--- src/rtl/apbDecode_package.sv ---
// Shared apbDecode types, including the APB initiator command/response bundles.
// Used by apb_initiator and its interface.
package apbDecode_package;

  typedef logic [31:0] apbAddrT;
  typedef logic [31:0] apbDataT;

  localparam int APB_INIT_MAX_WORDS = 3;

  typedef struct packed {
    apbAddrT                          addr;
    logic                             write;
    logic [1:0]                       nwords;
    logic [APB_INIT_MAX_WORDS*32-1:0] wdata;
  } apbInitCmdSt;

  typedef struct packed {
    logic [APB_INIT_MAX_WORDS*32-1:0] rdata;
    logic                             slverr;
    logic                             timeout;
    logic [1:0]                       count;
  } apbInitRspSt;

  typedef enum logic [1:0] {
    IDLE,
    SETUP,
    ACCESS,
    RESP
  } apbInitStateT;

endpackage

--- src/rtl/apb_initiator_if.sv ---
// Command, response and APB signal bundle for apb_initiator.
// master = initiator view, slave = requester/target view.
interface apb_initiator_if
  import apbDecode_package::*;
#(
  parameter int MAX_WORDS = APB_INIT_MAX_WORDS
) ();

  logic                   cmd_valid;
  logic                   cmd_ready;
  apbAddrT                cmd_addr;
  logic                   cmd_write;
  logic [1:0]             cmd_nwords;
  logic [MAX_WORDS*32-1:0] cmd_wdata;

  logic                   rsp_valid;
  logic                   rsp_ready;
  logic [MAX_WORDS*32-1:0] rsp_rdata;
  logic                   rsp_slverr;
  logic                   rsp_timeout;
  logic [1:0]             rsp_count;

  logic                   psel;
  logic                   penable;
  logic                   pwrite;
  apbAddrT                paddr;
  apbDataT                pwdata;
  logic                   pready;
  apbDataT                prdata;
  logic                   pslverr;

  modport master (
    input  cmd_valid, cmd_addr, cmd_write,
    input  cmd_nwords, cmd_wdata,
    output cmd_ready,
    output rsp_valid, rsp_rdata, rsp_slverr,
    output rsp_timeout, rsp_count,
    input  rsp_ready,
    output psel, penable, pwrite,
    output paddr, pwdata,
    input  pready, prdata, pslverr
  );

  modport slave (
    output cmd_valid, cmd_addr, cmd_write,
    output cmd_nwords, cmd_wdata,
    input  cmd_ready,
    input  rsp_valid, rsp_rdata, rsp_slverr,
    input  rsp_timeout, rsp_count,
    output rsp_ready,
    input  psel, penable, pwrite,
    input  paddr, pwdata,
    output pready, prdata, pslverr
  );

endinterface

--- src/rtl/apb_initiator_timeout.sv ---
// ACCESS-phase wait counter: clear, count while enabled,
// expire on the LIMIT-th enabled cycle.
module apb_initiator_timeout #(
  parameter int LIMIT = 16
) (
  input  logic clk,
  input  logic rst,
  input  logic clr,
  input  logic en,
  output logic expire
);

  localparam int W = $clog2(LIMIT + 1);

  logic [W-1:0] cnt;

  // Count stalled ACCESS cycles since the last clear.
  always_ff @(posedge clk) begin
    if (rst || clr) begin
      cnt <= '0;
    end else if (en) begin
      cnt <= cnt + 1'b1;
    end
  end

  assign expire = en && (cnt == W'(LIMIT - 1));

endmodule

--- src/rtl/apb_initiator.sv ---
// APB initiator: one command -> up to MAX_WORDS APB transfers -> one response.
// Optional ACCESS timeout when APB_INITIATOR_TIMEOUT_EN is defined.
module apb_initiator
  import apbDecode_package::*;
#(
  parameter int MAX_WORDS = APB_INIT_MAX_WORDS
`ifdef APB_INITIATOR_TIMEOUT_EN
  ,
  parameter int TIMEOUT_CYCLES = 16
`endif
) (
  input logic             clk,
  input logic             rst,
  apb_initiator_if.master bus
);

  apbInitStateT           state_q;
  apbInitStateT           state_d;
  apbInitCmdSt            cmd_q;
  logic [MAX_WORDS*32-1:0] rdata_q;
  logic                   slverr_q;
  logic [1:0]             count_q;
  logic [1:0]             idx;
  logic                   accept;
  logic                   bad_len;
  logic                   last;
  logic                   busy;

  assign accept  = (state_q == IDLE) && !rst && bus.cmd_valid;
  assign bad_len = (bus.cmd_nwords == 2'd0) ||
                   ({30'd0, bus.cmd_nwords} > 32'(MAX_WORDS));
  assign last    = (idx == cmd_q.nwords - 2'd1);
  assign busy    = (state_q == SETUP) || (state_q == ACCESS);

`ifdef APB_INITIATOR_TIMEOUT_EN
  logic expire;
  logic timeout_q;

  apb_initiator_timeout #(
    .LIMIT (TIMEOUT_CYCLES)
  ) u_timeout (
    .clk    (clk),
    .rst    (rst),
    .clr    (state_q == SETUP),
    .en     ((state_q == ACCESS) && !bus.pready),
    .expire (expire)
  );

  // Timeout flag: cleared per command, set when ACCESS gives up.
  always_ff @(posedge clk) begin
    if (rst) begin
      timeout_q <= 1'b0;
    end else if (accept) begin
      timeout_q <= 1'b0;
    end else if (state_q == ACCESS && !bus.pready && expire) begin
      timeout_q <= 1'b1;
    end
  end

  assign bus.rsp_timeout = timeout_q;
`else
  assign bus.rsp_timeout = 1'b0;
`endif

  // State register.
  always_ff @(posedge clk) begin
    if (rst) begin
      state_q <= IDLE;
    end else begin
      state_q <= state_d;
    end
  end

  // Next state and handshake/APB control outputs.
  always_comb begin
    state_d       = state_q;
    bus.cmd_ready = 1'b0;
    bus.psel      = 1'b0;
    bus.penable   = 1'b0;
    bus.rsp_valid = 1'b0;
    unique case (state_q)
      IDLE: begin
        bus.cmd_ready = !rst;
        if (accept) begin
          state_d = bad_len ? RESP : SETUP;
        end
      end
      SETUP: begin
        bus.psel = 1'b1;
        state_d  = ACCESS;
      end
      ACCESS: begin
        bus.psel    = 1'b1;
        bus.penable = 1'b1;
        if (bus.pready) begin
          state_d = (bus.pslverr || last) ? RESP : SETUP;
        end
`ifdef APB_INITIATOR_TIMEOUT_EN
        else if (expire) begin
          state_d = RESP;
        end
`endif
      end
      RESP: begin
        bus.rsp_valid = 1'b1;
        if (bus.rsp_ready) begin
          state_d = IDLE;
        end
      end
      default: state_d = IDLE;
    endcase
  end

  // Command latch, word index and aggregated response.
  always_ff @(posedge clk) begin
    if (rst) begin
      cmd_q    <= '0;
      rdata_q  <= '0;
      slverr_q <= 1'b0;
      count_q  <= '0;
      idx      <= '0;
    end else begin
      if (accept) begin
        cmd_q <= '{addr:   bus.cmd_addr,
                   write:  bus.cmd_write,
                   nwords: bus.cmd_nwords,
                   wdata:  bus.cmd_wdata};
        rdata_q  <= '0;
        slverr_q <= bad_len;
        count_q  <= '0;
        idx      <= '0;
      end
      if (state_q == ACCESS) begin
        if (bus.pready) begin
          if (bus.pslverr) begin
            slverr_q <= 1'b1;
          end else begin
            count_q <= count_q + 2'd1;
            if (!cmd_q.write) begin
              rdata_q[{idx, 5'd0} +: 32] <= bus.prdata;
            end
            if (!last) begin
              idx <= idx + 2'd1;
            end
          end
        end
`ifdef APB_INITIATOR_TIMEOUT_EN
        else if (expire) begin
          slverr_q <= 1'b1;
        end
`endif
      end
    end
  end

  assign bus.pwrite = busy && cmd_q.write;
  assign bus.paddr  = busy ? cmd_q.addr + {28'd0, idx, 2'b00} : '0;
  assign bus.pwdata = (busy && cmd_q.write) ?
                      cmd_q.wdata[{idx, 5'd0} +: 32] : '0;

  assign bus.rsp_rdata  = rdata_q;
  assign bus.rsp_slverr = slverr_q;
  assign bus.rsp_count  = count_q;

endmodule

--- src/flat_wrapper.sv ---
// flat-port wrapper written by rule: the top's interface ports become plain ports
module apb_initiator_flat import apbDecode_package::*;
#(
  parameter int MAX_WORDS = APB_INIT_MAX_WORDS

)
  (clk, rst, bus_cmd_valid, bus_cmd_addr, bus_cmd_write, bus_cmd_nwords, bus_cmd_wdata, bus_cmd_ready, bus_rsp_valid, bus_rsp_rdata, bus_rsp_slverr, bus_rsp_timeout, bus_rsp_count, bus_rsp_ready, bus_psel, bus_penable, bus_pwrite, bus_paddr, bus_pwdata, bus_pready, bus_prdata, bus_pslverr);
  apb_initiator_if #(.MAX_WORDS(MAX_WORDS)) bus_i ();
  input logic clk;
  input logic rst;
  input wire logic [$bits(bus_i.cmd_valid)-1:0] bus_cmd_valid;
  input wire logic [$bits(bus_i.cmd_addr)-1:0] bus_cmd_addr;
  input wire logic [$bits(bus_i.cmd_write)-1:0] bus_cmd_write;
  input wire logic [$bits(bus_i.cmd_nwords)-1:0] bus_cmd_nwords;
  input wire logic [$bits(bus_i.cmd_wdata)-1:0] bus_cmd_wdata;
  output wire logic [$bits(bus_i.cmd_ready)-1:0] bus_cmd_ready;
  output wire logic [$bits(bus_i.rsp_valid)-1:0] bus_rsp_valid;
  output wire logic [$bits(bus_i.rsp_rdata)-1:0] bus_rsp_rdata;
  output wire logic [$bits(bus_i.rsp_slverr)-1:0] bus_rsp_slverr;
  output wire logic [$bits(bus_i.rsp_timeout)-1:0] bus_rsp_timeout;
  output wire logic [$bits(bus_i.rsp_count)-1:0] bus_rsp_count;
  input wire logic [$bits(bus_i.rsp_ready)-1:0] bus_rsp_ready;
  output wire logic [$bits(bus_i.psel)-1:0] bus_psel;
  output wire logic [$bits(bus_i.penable)-1:0] bus_penable;
  output wire logic [$bits(bus_i.pwrite)-1:0] bus_pwrite;
  output wire logic [$bits(bus_i.paddr)-1:0] bus_paddr;
  output wire logic [$bits(bus_i.pwdata)-1:0] bus_pwdata;
  input wire logic [$bits(bus_i.pready)-1:0] bus_pready;
  input wire logic [$bits(bus_i.prdata)-1:0] bus_prdata;
  input wire logic [$bits(bus_i.pslverr)-1:0] bus_pslverr;
  assign bus_i.cmd_valid = bus_cmd_valid;
  assign bus_i.cmd_addr = bus_cmd_addr;
  assign bus_i.cmd_write = bus_cmd_write;
  assign bus_i.cmd_nwords = bus_cmd_nwords;
  assign bus_i.cmd_wdata = bus_cmd_wdata;
  assign bus_cmd_ready = bus_i.cmd_ready;
  assign bus_rsp_valid = bus_i.rsp_valid;
  assign bus_rsp_rdata = bus_i.rsp_rdata;
  assign bus_rsp_slverr = bus_i.rsp_slverr;
  assign bus_rsp_timeout = bus_i.rsp_timeout;
  assign bus_rsp_count = bus_i.rsp_count;
  assign bus_i.rsp_ready = bus_rsp_ready;
  assign bus_psel = bus_i.psel;
  assign bus_penable = bus_i.penable;
  assign bus_pwrite = bus_i.pwrite;
  assign bus_paddr = bus_i.paddr;
  assign bus_pwdata = bus_i.pwdata;
  assign bus_i.pready = bus_pready;
  assign bus_i.prdata = bus_prdata;
  assign bus_i.pslverr = bus_pslverr;
  apb_initiator #(.MAX_WORDS(MAX_WORDS)) u_core (.clk(clk), .rst(rst), .bus(bus_i));
endmodule
--- config.mk ---
export PLATFORM = sky130hd
export DESIGN_NAME = apb_initiator_flat
export DESIGN_NICKNAME = d
export VERILOG_FILES = /design/src/rtl/apbDecode_package.sv /design/src/rtl/apb_initiator_if.sv /design/src/rtl/apb_initiator_timeout.sv /design/src/rtl/apb_initiator.sv /design/src/flat_wrapper.sv
export SDC_FILE = /design/constraint.sdc
export NUM_CORES = 1
export LEC_CHECK = 0
export CAP_MARGIN = 20
export CORE_UTILIZATION = 46
export CTS_CLUSTER_DIAMETER = 120
export DETAILED_ROUTE_END_ITERATION = 6
export PLACE_DENSITY = 0.81
export SLEW_MARGIN = 20
export SYNTH_ARGS = -nofsm -noshare
export SYNTH_HDL_FRONTEND = slang
export SYNTH_SLANG_ARGS = --single-unit
--- constraint.sdc ---
create_clock -name clk -period 3.45 [get_ports clk]
set_input_delay 0.69 -clock clk [delete_from_list [all_inputs] [get_ports clk]]
set_output_delay 0.69 -clock clk [all_outputs]
set_load 0.02 [all_outputs]
==> results.json, run 1 <==
{
  "relSlewSlack_pct": 28.0,
  "clk_latency_ns": 0.51,
  "postPlaceCellArea_um2": 13300,
  "crit_required_ns": 2.76,
  "core_area_um2": 20500,
  "hold_path.class": "flip-flop to flip-flop",
  "synth_cell_type_count": 49,
  "drc": 0,
  "cts-root-buf": "clkbuf_16",
  "status": "complete, but fails checks",
  "grt_pass1_wl_um": 49200,
  "synth_ff_type": "dfxtp_1",
  "first_pass_iters": 6,
  "finalHoldViolations": 0,
  "drt-total-wl_um": 30900,
  "cp-endpoint": "bus_paddr[24]",
  "drv_cap": 0,
  "yosysTopAreaCellShare_pct": 48.1,
  "initial_core_util_pct": 47.5,
  "drt_iter0_markers": 731,
  "nets": 1706,
  "cts_buffers": 25,
  "yosysSeqAreaShare_pct": 48.1,
  "finalCritPeriodShare_pct": 102,
  "synthArstFlopShare_pct": 0,
  "yosysMostFrequentCell": "nand2_1",
  "r2r_cells": 8,
  "finalSetupViolCount": 3,
  "antenna_found_initial": 1,
  "power.total_mw": 7.67,
  "grt.overflow.total": 0,
  "grt_pass1_vias": 9470,
  "die-area_um2": 21800,
  "die_x_um": 147,
  "drtAntennaViolNets": 0,
  "dp.final_hpwl_um": 20700,
  "setup_slack_ns": -0.0596,
  "crit_type": "flip-flop to primary output",
  "via_per_inst": 5.42,
  "yosysWarnings": 0,
  "grt_util_met2_pct": 46.6,
  "synthesis.area_um2": 9740,
  "ys_seq_elements": 234,
  "design_area_um2": 14200,
  "violations": "setup timing",
  "routabilityCongestion": 0.904,
  "clock_path_buffers": 3,
  "fmax_ghz": 0.285,
  "worstReg2RegStart": "u_core.idx[0]$_SDFF_PP0_",
  "yosysTopAreaCell": "dfxtp_1",
  "rsz0062_at_grt": "yes",
  "finalClockSkew_ns": 0.00728,
  "drive_gt1_share_pct": 7.38,
  "yosys-top-cells-count": "268 x nand2_1, 234 x dfxtp_1, 179 x nor2_1",
  "cts_tree": "built",
  "cp.arrival_ns": 2.82,
  "ioPinCount": 338,
  "p_per_area_nw_per_um2": 540,
  "p_leak_nw": 5.64,
  "cts.sinks": 234,
  "r2r-end": "u_core.bus.rsp_rdata[55]$_SDFF_PP0_",
  "worst_setup_path_end_kind": "primary output",
  "wire_per_inst_um": 17.0,
  "postSynthCellCount": 1228,
  "syn_to_final_growth_pct": 45.8,
  "setup_tns_ns": -0.0795,
  "synth-edff-count": 0,
  "io_buffer_count": 336,
  "avgSynthCellArea_um2": 7.93,
  "routed-via-count": 9839,
  "crit_fanout": 2,
  "rows": 52,
  "grtUsageTotal_pct": 27.8,
  "post-route-min-period_ns": 3.51,
  "netlist_top_cells_area": "dfxtp_1 48%, nand2_1 10%, a22oi_1 7.3%",
  "grt_use_met1_pct": 34.1,
  "grt_max_degree": 126,
  "r2r_setup_slack_ns": 0.47,
  "ir_worst_vdd_mv": 0.411,
  "pre_cts_slack_ns": -0.0877,
  "tightest_slew_ns": 1.08,
  "drv_slew": 0,
  "htreeDepth": 1,
  "cp-startpoint": "u_core.idx[0]$_SDFF_PP0_",
  "clk_pin_slew_ns": 0.06,
  "synth_fp_nets": 1409,
  "die_h_um": 147,
  "startpoint_type": "flip-flop",
  "top_usage_layer": "met2",
  "met3_usage_pct": 5.96
}
[critical path, stage by stage (launching register included)]
cell and delay (ns):
dfxtp_2 0.36, ha_4 0.14, inv_2 0.03, fa_2 0.33
and4b_1 0.28, nand4_1 0.15, buf_4 0.20, or4_4 0.51
a21oi_2 0.15, buf_4 0.16
[cell families (layout without fill, tap and decap cells)]
logic type,Yosys count,after routing,synth area share [%]
other,1,2,0.0385
multiplexers,34,34,3.50
flip-flops,234,234,48.1
AO/OA/AOI/OAI,186,186,12.7
AND/OR/NAND/NOR,636,636,28.4
XOR/XNOR,12,12,1.08
buffers and inverters,113,429,4.55
adder cells (fa/ha/maj),12,12,1.62
[final cells by class]
type	instances	area (µm²)
antenna	1	2.50
clock buffer	40	752
clock inverter	6	62.6
fill	1696	6300
inverter	18	70.1
multi-input combinational	881	4700
sequential	234	4690
tap	270	338
timing repair buffer	365	3580
[cell usage in the layout (no fill, tap or decap), types with 4 or more instances in the layout]
cell type          n
or4_1              8
nand2b_1           5
buf_6              4
o31ai_1           15
ha_1              10
clkbuf_8           7
a21oi_1           52
nand4_1            5
buf_4             29
xnor2_1            7
clkbuf_16         25
mux2i_1           34
o21ai_0            9
buf_12             4
dlygate4sd2_1      7
dfxtp_1          231
inv_1             15
nand3_1          131
clkdlybuf4s50_1  312
buf_2              4
and2_1             4
or3_1              6
a21oi_2            5
clkbuf_2           4
and4_1             4
xor2_1             5
a22oi_1           95
nand2_1          266
clkbuf_1           8
nor2_1           178
[flip-flops by register name, summed over array words and instances (netlist names)]
signal,cells
u_core.bus.rsp_count,2
u_core.bus.rsp_rdata,96
u_core.bus.rsp_slverr,1
u_core.cmd_q,131
u_core.idx,2
u_core.state_q,2
[power breakdown]
group / leakage (nW) / internal, mW / switching (mW)
sequential: 1.91 / 3.09 / 0.274
combinational: 3.33 / 0.693 / 0.981
clock: 0.403 / 1.57 / 1.07
total: 5.64 / 5.35 / 2.32
[worst min path at each step]
stage,depth (start not counted),to,slack [ns],start
floorplan,2,u_core.cmd_q[100]$_SDFFE_PP0P_,0.43,u_core.cmd_q[100]$_SDFFE_PP0P_
global placement,2,u_core.cmd_q[99]$_SDFFE_PP0P_,0.44,u_core.cmd_q[99]$_SDFFE_PP0P_
detailed placement,2,u_core.cmd_q[99]$_SDFFE_PP0P_,0.44,u_core.cmd_q[99]$_SDFFE_PP0P_
CTS,2,u_core.idx[0]$_SDFF_PP0_,0.45,rst
global route,2,u_core.cmd_q[99]$_SDFFE_PP0P_,0.47,u_core.cmd_q[99]$_SDFFE_PP0P_
finish,2,u_core.cmd_q[99]$_SDFFE_PP0P_,0.45,u_core.cmd_q[99]$_SDFFE_PP0P_
[metrics by stage]
step                      std cells  util, %  hold slack (ns)
after detailed placement       1763     65.0            0.442
after global placement         1763     65.0            0.440
after global routing           1815     69.3            0.467
final                          1815     69.3            0.449
after floorplan                1228        -            0.429
after CTS                      1814     69.2            0.451
[metal layers]
layer,routed length (µm),vias up
li1,-,4763
met1,12100,4517
met2,14600,473
met3,2840,86
met4,1370,0
met5,0,-
[timing repair]
item | CTS | global route
gates resized for setup | 74 | 22
setup buffers | 4 | 1
endpoints found under the setup margin | 27 | 43
hold buffers | 0 | 0
hold endpoints to repair | 0 | 0
gates cloned | 1 | 0
pin swaps | 7 | 9
No activity file was read; power rests on OpenSTA's default activity.
==> run 2, diff against run 1 <==
--- a/config.mk
+++ b/config.mk
@@ -9,6 +9,7 @@
 export CORE_UTILIZATION = 46
 export CTS_CLUSTER_DIAMETER = 120
 export DETAILED_ROUTE_END_ITERATION = 6
+export MAX_ROUTING_LAYER = met4
 export PLACE_DENSITY = 0.81
 export SLEW_MARGIN = 20
 export SYNTH_ARGS = -nofsm -noshare
==> run 2 against run 1 <==
The run still ends with setup timing left; via count rose by 0.77%; wire length rose by 0.17%; setup slack got worse by 0.0015 ns.
==> results.json, run 2 (synthesis results as in run 1) <==
{
  "cts_buffers": 25,
  "drt_iter0_markers": 761,
  "grt_pass1_wl_um": 49200,
  "p_leak_nw": 5.64,
  "r2r-end": "u_core.bus.rsp_rdata[36]$_SDFF_PP0_",
  "relSlewSlack_pct": 29.0,
  "core_area_um2": 20500,
  "postPlaceCellArea_um2": 13300,
  "startpoint_type": "flip-flop",
  "drc": 0,
  "tightest_slew_ns": 1.07,
  "max_stage_delay_ns": 0.51,
  "cp-endpoint": "bus_paddr[24]",
  "crit_required_ns": 2.76,
  "clk_pin_slew_ns": 0.06,
  "largest_reg_flops": 131,
  "mostFrequentLayoutCells": "312 x clkdlybuf4s50_1, 266 x nand2_1, 231 x dfxtp_1",
  "p_per_area_nw_per_um2": 540,
  "wire_per_inst_um": 17.1,
  "grt_max_degree": 126,
  "top_register": "u_core.cmd_q",
  "die_h_um": 147,
  "grtUsageTotal_pct": 28.7,
  "path_depth": 9,
  "grt_pass1_vias": 9487,
  "cp_num_buf_inv": 3,
  "nFillCells": 1694,
  "die-area_um2": 21800,
  "worstPathCellList": "ha_4, inv_2, fa_2, and4b_1, nand4_1, buf_4, or4_4, a21oi_2, buf_4",
  "htreeDepth": 1,
  "routed-via-count": 9915,
  "worst_setup_path_end_kind": "primary output",
  "switching_power_mw": 2.33,
  "clk_latency_ns": 0.51,
  "antenna_found_initial": 1,
  "syn_to_final_growth_pct": 45.8,
  "initial_core_util_pct": 47.5,
  "violations": "setup timing",
  "cp.arrival_ns": 2.82,
  "drt-total-wl_um": 31000,
  "via_per_inst": 5.46,
  "clock_path_buffers": 3,
  "drive_gt1_share_pct": 7.38,
  "post-route-min-period_ns": 3.51,
  "setup_slack_ns": -0.0611,
  "final_common_cell": "clkdlybuf4s50_1",
  "fmax_ghz": 0.285,
  "finalHoldViolations": 0,
  "r2r_setup_slack_ns": 0.46,
  "ir_worst_vdd_mv": 0.411,
  "drtAntennaViolNets": 0,
  "design_area_um2": 14200,
  "finalSetupViolCount": 3,
  "first_pass_iters": 6,
  "hold_path.class": "flip-flop to flip-flop",
  "io_buffer_count": 336,
  "swShare_pct": 30.3,
  "cts.sinks": 234,
  "grt.overflow.total": 0,
  "power.total_mw": 7.67,
  "r2r_cells": 8,
  "crit_type": "flip-flop to primary output",
  "cts_tree": "built",
  "pre_cts_slack_ns": -0.0877,
  "cpMaxStageDelayCell": "or4_4",
  "power_frac_seq_pct": 43.8,
  "rows": 52,
  "finalCritPeriodShare_pct": 102,
  "power.internal_mw": 5.35,
  "comb_power_share_pct": 21.9,
  "drv_slew": 0,
  "cts-root-buf": "clkbuf_16",
  "drv_cap": 0,
  "critical_path.top_delay_family": "simple AND/OR/NAND/NOR gates",
  "rsz0062_at_grt": "yes",
  "crit_fanout": 2,
  "dp.final_hpwl_um": 20700,
  "finalClockSkew_ns": 0.00675,
  "cp-startpoint": "u_core.idx[0]$_SDFF_PP0_",
  "setup_tns_ns": -0.0897,
  "pwr-share-clk_pct": 34.3,
  "ioPinCount": 338,
  "status": "complete, but fails checks",
  "nets": 1706,
  "worstReg2RegStart": "u_core.idx[0]$_SDFF_PP0_",
  "cpMostUsedCell": "buf_4",
  "routabilityCongestion": 0.919,
  "die_x_um": 147
}
==> run 2: cell counts in the layout (fill, tap and decap cells not counted) <==
No cell type changed its count.
==> run 2: final cells by class <==
type                       instances  area (µm²)  share of cell area [%]
multi-input combinational        881        4700                    33.1
sequential                       234        4690                    33.0
timing repair buffer             365        3580                    25.2
clock buffer                      40         752                    5.30
tap                              270         338                    2.38
inverter                          18        70.1                   0.493
clock inverter                     6        62.6                   0.441
antenna                            1        2.50                  0.0176
==> run 2: how the worst min path moves through the flow <==
stage / start / endpoint / slack (ns) / depth (start not counted)
4_1_cts: rst / u_core.idx[0]$_SDFF_PP0_ / 0.45 / 2
2_1_floorplan: u_core.cmd_q[100]$_SDFFE_PP0P_ / u_core.cmd_q[100]$_SDFFE_PP0P_ / 0.43 / 2
3_3_place_gp: u_core.cmd_q[99]$_SDFFE_PP0P_ / u_core.cmd_q[99]$_SDFFE_PP0P_ / 0.44 / 2
3_5_place_dp: u_core.cmd_q[99]$_SDFFE_PP0P_ / u_core.cmd_q[99]$_SDFFE_PP0P_ / 0.44 / 2
6_report: u_core.cmd_q[29]$_SDFFE_PP0P_ / u_core.cmd_q[29]$_SDFFE_PP0P_ / 0.45 / 2
5_1_grt: u_core.cmd_q[99]$_SDFFE_PP0P_ / u_core.cmd_q[99]$_SDFFE_PP0P_ / 0.47 / 2
==> run 2: what timing repair did <==
action                                  CTS  global route
pin swaps                                 7             9
hold buffers                              0             0
gates cloned                              1             0
endpoints found under the setup margin   27            43
setup buffers                             4             1
resized for setup                        74            23
==> run 2: layer usage <==
layer  up-vias  global-route usage [%]  wire length, µm
li1       4769                       -                -
met1      4602                    34.5            12200
met2       459                    46.6            14700
met3        85                    5.46             2640
met4         0                    13.0             1360
met5         -                       -                0
==> run 2: power groups by stage <==
| stage | sequential (mW) | clock, mW | combinational, mW |
|---|---|---|---|
| floorplan | 3.36 | 0 | 0.984 |
| global placement | 3.38 | 0 | 1.66 |
| detailed placement | 3.40 | 0 | 1.68 |
| CTS | 3.35 | 2.68 | 1.67 |
| global route | 3.41 | 2.81 | 1.85 |
| finish | 3.36 | 2.64 | 1.68 |
==> run 2: metrics by stage <==
step           utilization, %  cells  hold slack (ns)
2_1_floorplan               -   1228            0.429
3_3_place_gp             65.0   1763            0.440
3_5_place_dp             65.0   1763            0.442
4_1_cts                  69.2   1814            0.451
5_1_grt                  69.3   1815            0.467
6_report                 69.3   1815            0.450
==> run 2: worst reg2reg max path, delay by kind of cell (launching register included) <==
| family | cells | cell delay, ns |
|---|---|---|
| compound gates | 1 | 0.17 |
| fa+ha+maj | 1 | 0.37 |
| flops | 1 | 0.36 |
| buf+inv | 3 | 1.17 |
| simple gates | 3 | 0.86 |
